### src/rtl/seven_seg_pkg.sv
// Shared definitions for the seven-segment scan driver: glyph table,
// blank pattern and index-width helper.
package seven_seg_pkg;

  localparam logic [6:0] SEG_BLANK = 7'h7F;

  // Active-low {a,b,c,d,e,f,g} patterns for hex digits 0..F.
  localparam logic [6:0] GLYPH_TABLE [16] = '{
    7'h01, 7'h4F, 7'h12, 7'h06, 7'h4C, 7'h24, 7'h20, 7'h0F,
    7'h00, 7'h0C, 7'h08, 7'h60, 7'h31, 7'h42, 7'h30, 7'h38
  };

  function automatic int idx_width(input int n);
    return (n <= 2) ? 1 : $clog2(n);
  endfunction

endpackage

### src/rtl/hex_to_seg.sv
// Combinational nibble to active-low seven-segment glyph lookup.
module hex_to_seg
  import seven_seg_pkg::*;
(
  input  logic [3:0] nibble,
  output logic [6:0] glyph
);

  assign glyph = GLYPH_TABLE[nibble];

endmodule

### src/rtl/seven_seg_scan_driver.sv
// Time-multiplexed N-digit seven-segment driver with a tear-free frame buffer,
// anti-ghost dead time, leading-zero blanking, decimal points and blinking.
module seven_seg_scan_driver
  import seven_seg_pkg::*;
#(
  parameter int NUM_DIGITS     = 4,
  parameter int SCAN_DIV       = 50000,
  parameter int GHOST_CYCLES   = 16,
  parameter int BLINK_FRAMES   = 64,
  parameter int SEG_ACTIVE_LOW = 1,
  parameter int AN_ACTIVE_LOW  = 1
) (
  input  logic                    clk,
  input  logic                    rst,
  input  logic [4*NUM_DIGITS-1:0] value,
  input  logic                    load,
  input  logic [NUM_DIGITS-1:0]   dp_in,
  input  logic [NUM_DIGITS-1:0]   blink_mask,
  input  logic                    blank_lz,
  output logic [6:0]              seg,
  output logic                    dp,
  output logic [NUM_DIGITS-1:0]   an,
  output logic                    frame_start
);

  localparam int IDX_W = idx_width(NUM_DIGITS);
  localparam int CNT_W = idx_width(SCAN_DIV);
  localparam int FRM_W = idx_width(BLINK_FRAMES);

  localparam logic [CNT_W-1:0] CNT_LAST  = CNT_W'(SCAN_DIV - 1);
  localparam logic [CNT_W-1:0] CNT_GHOST = CNT_W'(GHOST_CYCLES);
  localparam logic [IDX_W-1:0] IDX_LAST  = IDX_W'(NUM_DIGITS - 1);
  localparam logic [FRM_W-1:0] FRM_LAST  = FRM_W'(BLINK_FRAMES - 1);

  // Pin-level XOR masks: zero for the default low-true wiring.
  localparam logic [6:0]            SEG_XOR = (SEG_ACTIVE_LOW != 0) ? 7'h00 : 7'h7F;
  localparam logic                  DP_XOR  = (SEG_ACTIVE_LOW != 0) ? 1'b0 : 1'b1;
  localparam logic [NUM_DIGITS-1:0] AN_XOR  = (AN_ACTIVE_LOW != 0) ? {NUM_DIGITS{1'b0}} : {NUM_DIGITS{1'b1}};

  logic [CNT_W-1:0]        cnt_r;
  logic [IDX_W-1:0]        idx_r;
  logic [FRM_W-1:0]        frm_r;
  logic                    blink_r;
  logic [4*NUM_DIGITS-1:0] pend_value_r, shad_value_r;
  logic [NUM_DIGITS-1:0]   pend_dp_r, shad_dp_r;
  logic [NUM_DIGITS-1:0]   pend_blink_r, shad_blink_r;

  logic                    slot_end_s, frame_end_s;
  logic [3:0]              nibble_s;
  logic                    digit_dp_s, digit_blink_s, upper_zero_s;
  logic                    blank_s;
  logic [NUM_DIGITS-1:0]   an_sel_s;
  logic [6:0]              glyph_s;

  assign slot_end_s  = (cnt_r == CNT_LAST);
  assign frame_end_s = slot_end_s && (idx_r == IDX_LAST);

  // Select the current digit from the shadow frame and evaluate its blanking.
  always_comb begin
    nibble_s      = 4'h0;
    digit_dp_s    = 1'b0;
    digit_blink_s = 1'b0;
    upper_zero_s  = 1'b1;
    an_sel_s      = {NUM_DIGITS{1'b0}};
    for (int i = 0; i < NUM_DIGITS; i++) begin
      an_sel_s[i]   = (idx_r == IDX_W'(i));
      nibble_s      = an_sel_s[i] ? shad_value_r[4*i +: 4] : nibble_s;
      digit_dp_s    = an_sel_s[i] ? shad_dp_r[i] : digit_dp_s;
      digit_blink_s = an_sel_s[i] ? shad_blink_r[i] : digit_blink_s;
      upper_zero_s  = upper_zero_s & ~((i >= int'(idx_r)) & (|shad_value_r[4*i +: 4]));
    end
    blank_s = (blank_lz && (idx_r != IDX_W'(0)) && upper_zero_s) || (digit_blink_s && blink_r);
  end

  hex_to_seg u_hex_to_seg (
    .nibble (nibble_s),
    .glyph  (glyph_s)
  );

  // Scan counters, blink timing and the pending/shadow frame buffers.
  always_ff @(posedge clk) begin
    if (rst) begin
      cnt_r        <= '0;
      idx_r        <= '0;
      frm_r        <= '0;
      blink_r      <= 1'b0;
      pend_value_r <= '0;
      pend_dp_r    <= '0;
      pend_blink_r <= '0;
      shad_value_r <= '0;
      shad_dp_r    <= '0;
      shad_blink_r <= '0;
    end else begin
      if (slot_end_s) begin
        cnt_r <= '0;
        idx_r <= (idx_r == IDX_LAST) ? IDX_W'(0) : idx_r + IDX_W'(1);
      end else begin
        cnt_r <= cnt_r + CNT_W'(1);
      end
      if (load) begin
        pend_value_r <= value;
        pend_dp_r    <= dp_in;
        pend_blink_r <= blink_mask;
      end
      // A load landing on the boundary itself goes straight into the new frame.
      if (frame_end_s) begin
        shad_value_r <= load ? value      : pend_value_r;
        shad_dp_r    <= load ? dp_in      : pend_dp_r;
        shad_blink_r <= load ? blink_mask : pend_blink_r;
        if (frm_r == FRM_LAST) begin
          frm_r   <= '0;
          blink_r <= ~blink_r;
        end else begin
          frm_r <= frm_r + FRM_W'(1);
        end
      end
    end
  end

  // Registered pin outputs, one cycle behind the scan position.
  always_ff @(posedge clk) begin
    if (rst) begin
      seg         <= SEG_BLANK ^ SEG_XOR;
      dp          <= 1'b1 ^ DP_XOR;
      an          <= {NUM_DIGITS{1'b1}} ^ AN_XOR;
      frame_start <= 1'b0;
    end else begin
      seg         <= (blank_s ? SEG_BLANK : glyph_s) ^ SEG_XOR;
      dp          <= ~(digit_dp_s && !blank_s) ^ DP_XOR;
      an          <= ((cnt_r >= CNT_GHOST) ? ~an_sel_s : {NUM_DIGITS{1'b1}}) ^ AN_XOR;
      frame_start <= frame_end_s;
    end
  end

endmodule

### config.mk
export PLATFORM = sky130hd
export DESIGN_NAME = seven_seg_scan_driver
export DESIGN_NICKNAME = d
export VERILOG_FILES = /design/src/rtl/seven_seg_pkg.sv /design/src/rtl/hex_to_seg.sv /design/src/rtl/seven_seg_scan_driver.sv
export SDC_FILE = /design/constraint.sdc
export NUM_CORES = 1
export LEC_CHECK = 0
export ABC_AREA = 1
export CAP_MARGIN = 20
export CORE_MARGIN = 3
export CORE_UTILIZATION = 45
export CTS_CLUSTER_DIAMETER = 120
export DETAILED_ROUTE_END_ITERATION = 8
export PLACE_DENSITY = 0.63
export SLEW_MARGIN = 20
export SYNTH_ARGS = -nofsm -noshare
export SYNTH_HDL_FRONTEND = slang
export SYNTH_HIERARCHICAL = 1
export SYNTH_SLANG_ARGS = --single-unit
### constraint.sdc
create_clock -name clk -period 2.6 [get_ports clk]
set_clock_uncertainty 0.05 [all_clocks]
set_input_delay 0.26 -clock clk [delete_from_list [all_inputs] [get_ports clk]]
set_output_delay 0.26 -clock clk [all_outputs]
set_load 0.01 [all_outputs]
Word level (Yosys, flattened, before mapping)
Memory sizes are Yosys's and may differ from the RTL's. A register that Yosys moved wholly into a read port is not among the register bits.
Cells that the tools add are included.
{"block": "totals", "reg_bits": 79, "rom_bits": 112, "input_bits": 28, "output_inout_bits": 13, "mem_count": 1}
{"block": "op_classes", "n_addsub": 3, "n_lt_le_gt_ge": 4, "eq_ne": 5, "n_mux": 17, "bitwise_logic": 15, "reduce_logical": 17}
{"name": "(no name shown)", "words": 16, "word_bits": 7, "rd": 1, "rd_ports_with_merged_regs": 1, "wr": 0, "line": "hex_to_seg.sv:9", "rtl": "assign glyph = GLYPH_TABLE[nibble];"}
{"cell": "2-to-1 mux 4 bit", "count": 6}
{"cell": "adder 16 x 1 -> 16 bit (second input constant)", "count": 1}
{"cell": "== test 16 bit (second input constant)", "count": 1}
{"cell": "greater-or-equal comparator 16 x 5 -> 1 bit (second input constant)", "count": 1}
{"cell": "2-to-1 mux 16 bit", "count": 1}
{"cell": "OR reduction 4 bit", "count": 4}
{"cell": "2-to-1 mux 1 bit", "count": 8}
{"cell": "inverter 1 bit", "count": 7}
{"cell": "adder 6 x 1 -> 6 bit (second input constant)", "count": 1}
{"cell": "AND 1 bit", "count": 6}
{"cell": "== test 6 bit (second input constant)", "count": 1}
{"cell": "2-to-1 mux 6 bit", "count": 1}
{"cell": "OR reduction 2 bit", "count": 3}
{"cell": "logical AND 1 bit", "count": 5}
{"cell": "inverter 4 -> 5 bit", "count": 1}
{"cell": "== test 2 bit (second input constant)", "count": 2}
{"cell": "greater-or-equal comparator 1 x 2 -> 1 bit (first input constant)", "count": 2}
{"cell": "inverter 4 bit", "count": 1}
{"cell": "adder 2 x 1 -> 2 bit (second input constant)", "count": 1}
{"cell": "== test 2 x 1 -> 1 bit (second input constant)", "count": 1}
{"cell": "greater-or-equal comparator 2 bit (first input constant)", "count": 1}
{"cell": "logical NOT 2 bit", "count": 1}
{"cell": "2-to-1 mux 2 bit", "count": 1}
{"cell": "AND reduction 2 bit", "count": 1}
{"cell": "3 further kinds", "count": 3}

Depth between registers and ports, before layout
{"block": "logic_depth", "ltp_word": 11, "ltp_mapped": 15}

Cells and area by module
The synthesis kept the hierarchy.
{"mod": "seven_seg_scan_driver", "instances": 1, "cells_each": 534, "area_per_inst_um2": 3867.5, "seq_area_each_um2": 1721.7}
{"mod": "hex_to_seg", "instances": 1, "cells_each": 48, "area_per_inst_um2": 264.0, "seq_area_each_um2": 0.0}

Worst setup path before layout
No wires, ideal clock.
{"block": "synth_timing", "kind": "reg-to-reg", "start": "reg idx_r[1]", "end": "reg seg[3]", "t_arrival_ps": 2145, "slack_ps": 270, "stages_incl_launch_ff": 16, "path_buffers": 0, "period_less_slack_ps": 2330, "cell_sequence": "dfxtp_1 -> inv_1 -> ha_1 -> inv_1 -> nand2_1 -> o22ai_1 -> nand2_1 -> a22oi_1 -> inv_1 -> ha_1 -> nand2_1 -> nand2_1 -> nand2_1 -> nand2_1 -> inv_1 -> nand4_1"}
{"block": "synth_via", "elab_cells_between_ends": 31}
{"item": "start: declaration", "line": "seven_seg_scan_driver.sv:41", "rtl": "logic [IDX_W-1:0] idx_r;"}
{"item": "start signal: assignment", "line": "seven_seg_scan_driver.sv:96", "rtl": "idx_r <= (idx_r == IDX_LAST) ? IDX_W'(0) : idx_r + IDX_W'(1);"}
{"item": "logical NOT 2 bit", "line": "seven_seg_scan_driver.sv:66", "rtl": "an_sel_s[i] = (idx_r == IDX_W'(i));"}
{"item": "2-to-1 mux 4 bit (3 in a row)", "line": "seven_seg_scan_driver.sv:67", "rtl": "nibble_s = an_sel_s[i] ? shad_value_r[4*i +: 4] : nibble_s;"}
{"item": "2-to-1 mux 4 bit (*)", "line": "seven_seg_scan_driver.sv:67"}
{"item": "via nibble_s[0]", "line": "seven_seg_scan_driver.sv:49", "rtl": "logic [3:0] nibble_s;"}
{"item": "inverter 4 -> 5 bit (implied by the code) (*)", "line": "hex_to_seg.sv:9"}
{"item": "end: declaration", "line": "seven_seg_scan_driver.sv:20", "rtl": "output logic [6:0] seg,"}
Mark *: on every way through the listed nets, which the timed path passes. The rest lies on a longest branch.
A chain may end at the register's enable or synchronous reset.

Final worst setup path
{"block": "layout_timing", "start": "reg idx_r[0]", "end": "reg seg[3]"}
The elaborated chain is that of the path after synthesis.

==> results.txt <==
----------------------------------------------------
[Synth]
  Count of different cell masters after synthesis ... 35
  Yosys top cell area share ... 41.7%
  Post-synth top cells ... nand2_1 (133), inv_1 (103), dfxtp_1 (86), nor2_1 (59), o21ai_0 (39)
  Post-synthesis area per instance ... 7.10 sq um
  Netlist Area Pre-Place ... 0.00413 sq mm
  Biggest area contributors in the synthesized netlist ... dfxtp_1 (42%), nand2_1 (12%), inv_1 (9.4%)
  Total number of yosys warnings ... 6
  Post-Syn Nets ... 624
  Post-synth top area cell ... dfxtp_1
  Count of flip-flops with a built-in enable after synthesis ... 0
  Predominant post-synthesis flop cell ... dfxtp_1
  Top-count cell post-synth ... nand2_1
  Synth Register Bits ... 86
  Sequential-to-total area share from yosys stat ... 41.7%
  Number of instances in the synthesized netlist ... 582
  Share of synthesized flip-flops with an asynchronous set or reset ... 0%

[Timing]
  Final-report max-slew violation count ... 0
  Slew headroom ... 62.0%
  Total Negative Setup Slacks ... 0 ps
  Setup ws final ... 272 ps
  Post-route clock period utilization ... 89.5%
  Unrepaired setup endpoints after global routing ... no
  Min Tclk post-route ... 2330 ps
  Final setup violation count ... 0
  Worst-Margin Slew ... 569 ps
  Number of hold violations in the final report ... 0
  Timing-limited maximum frequency ... 430 MHz

[Setup path]
  Type of the worst setup path ... reg2reg
  Origin of the critical flop-to-flop path ... idx_r[0]
  Req. time, crit path ... 2770 ps
  Critical path fanouts, max ... 8
  Critical-path top delay cell ... dfxtp_1
  CP startpoint kind ... flop
  Delay of the slowest cell on the worst path ... 420 ps
  Critical path's most frequent cell ... nand2_1
  Sequence of cells on the critical path ... inv_1 > ha_1 > inv_1 > nand2_1 > a22oi_1 > inv_1 > ha_1 > nand2_1 > nand2_1 > nand2_1 > nand2_1 > inv_1 > nand4_1
  Arr. time, crit path ... 2500 ps
  Startpoint of the worst setup timing path ... idx_r[0]
  Type of destination of the critical path ... flop

[Clock tree]
  Sinks on Clock Net ... 86
  TritonCTS buffer count ... 9
  Max H-tree Level ... 3
  Worst-case clock buffer depth ... 2
  TritonCTS clock tree ... done
  Number of gates resized after CTS ... 0
  Master cell of the clock root buffer ... clkbuf_8
  Setup bufs post-CTS ... 0
  Clock-pin slew of the registers on the worst-case setup and hold paths ... 90 ps
  Clock network latency to the later pin of the worst-skew pair ... 360 ps
  Hold buffers post-CTS ... 0

[Detailed routing]
  Drt pass-1 iters ... 4
  Wirelength, routed ... 8.28 mm
  Via density per instance ... 4.72
  Routed metal-1 wire length ... 4.17 mm
  Highest metal layer used by the detailed router ... met4
  DRC ... 0
  Met2 WL post-DR ... 3.65 mm
  Post-detailed-route wirelength per cell ... 11.3 microns
  Routed length on met3 ... 308 microns
  Iteration-0 DRC Markers ... 174
  Via count ... 3476
  Post-detailed-route count of antenna-violating nets ... 0

[Placement]
  Weighted congestion reported at the end of routability-driven placement ... 0.813
  Worst slack, placed ... 168 ps
  Post-detail-place hpwl ... 6.06 mm
  Number of port buffers ... 40

[Die]
  Area inside the core boundary ... 0.00881 sq mm
  FP Rows ... 34
  Die footprint ... 0.0104 sq mm
  Initial core utilization ... 46.9%
  Die H ... 102 microns
  Die width ... 102 microns
  Boundary pin count ... 41

[Cells and area]
  Area delta synth->final ... 17.4%
  Layout cell share with drive strength beyond 1 ... 9.71%
  Fin nets ... 665
  Antenna diode instance count ... 0
  Filler cell count in the final layout ... 839
  Utilization of the core after routing ... 55.1%

[Job]
  Number of max-capacitance violations reported ... 0

[Min path]
  Type of the tightest min-delay check ... reg2reg
  Hold path start ... cnt_r[0]

[Run status]
  Result of the run ... finished, final reports clean

[Power]
  Power density normalized to cell area ... 528 mW/mm^2
  Worst VDD drop ... 0.000213 V
  LEAKAGE ... 2.17 nW

[Global routing]
  Global route total overflow ... 0
  First-pass GRT wire length ... 14.2 mm
  Global router's overall resource usage ... 16.8%
  Maximum number of pins on one net before global-route repair ... 49
  Antenna violations before repair ... 0
  Vias in the first global route ... 3256

----------------------------------------------------
## flip-flops by register name, summed over array words and instances (netlist names), 2 cells and up
register      count
frm_r             6
shad_dp_r         4
shad_value_r     16
pend_value_r     16
idx_r             2
shad_blink_r      4
pend_blink_r      4
pend_dp_r         4
an                4
seg               7
cnt_r            16
## cell usage in the layout (no fill, tap or decap)
master,netlist,layout
nor3_1,2,2
dfxtp_1,86,85
a21oi_1,27,27
nand3_4,1,1
nor2_2,2,2
bufinv_16,0,2
a22oi_1,4,3
inv_2,2,3
buf_4,1,8
nor4_1,1,1
nor2_8,1,1
nand2_2,8,9
or2_2,2,2
nand3_1,33,33
clkinv_4,1,2
clkdlybuf4s50_1,0,40
nor3b_1,4,4
a31oi_1,1,1
o21ai_2,12,12
inv_1,103,102
clkinvlp_4,0,2
o22ai_2,0,1
nand2_1,133,132
nand3b_1,2,2
clkinv_2,0,1
o22ai_1,4,3
inv_6,0,1
clkinv_1,1,1
nor2_4,1,1
xor2_1,3,3
nor2_1,59,59
clkbuf_8,0,9
ha_1,14,14
o21bai_1,1,1
o21ai_0,39,39
nand4_1,14,14
nand2_4,2,2
a22oi_2,0,1
o21ai_1,1,1
dfxtp_2,0,1
## through the flow
stage | hold slack [ps] | power (W) | cells | instance area, sq um
final | 415 | 0.00256 | 736 | 4850
after detailed placement | 405 | 0.00155 | 720 | 4620
after global placement | 391 | 0.00155 | 720 | 4620
after global routing | 462 | 0.00267 | 736 | 4850
after CTS | 426 | 0.00260 | 736 | 4840
after floorplan | 380 | 0.00148 | 582 | 4130
## layout make-up
cell class / count / area (sq um) / share of cell area [%]
clock inverter: 7 / 97.6 / 2.01
multi-input combinational: 371 / 1910 / 39.3
clock buffer: 9 / 124 / 2.55
sequential: 86 / 1720 / 35.5
inverter: 107 / 407 / 8.38
timing repair buffer: 48 / 460 / 9.49
tap: 108 / 135 / 2.78
## layer usage
layer	up-vias	global-route usage, %
li1	1898	-
met1	1508	22.3
met2	58	27.3
met3	12	2.73
met4	0	7.37
met5	-	0
## cell families after synthesis
group	share of synthesized area, %
AOI/OAI and AO/OA	12.3
xor gates and xnor gates	0.636
adders and majority gates	4.24
buffers and inverters	12.5
DFF	41.7
and+or+nand+nor	28.6
## where the power goes
group	switching (W)	internal [W]	total [W]	leakage, nW
Combinational	0.0000850	0.0000747	0.000160	1.36
Clock	0.000498	0.000544	0.00104	0.106
Sequential	0.00000924	0.00135	0.00136	0.703
## critical path: cells and delay by family, from the launching register on
family / cells / cell delay, ps
and+or+nand+nor: 6 / 390
buffers and inverters: 4 / 470
adders and majority gates: 2 / 680
AOI/OAI and AO/OA: 1 / 190
DFF: 1 / 420
## final timing paths
kind / to / slack (ps) / depth (start not counted)
max: seg[3] / 270 / 13
min: cnt_r[0] / 420 / 1
max reg2reg: seg[3] / 270 / 13
min reg2reg: cnt_r[0] / 420 / 1
Note: power is estimated with default switching activity, not from simulation.
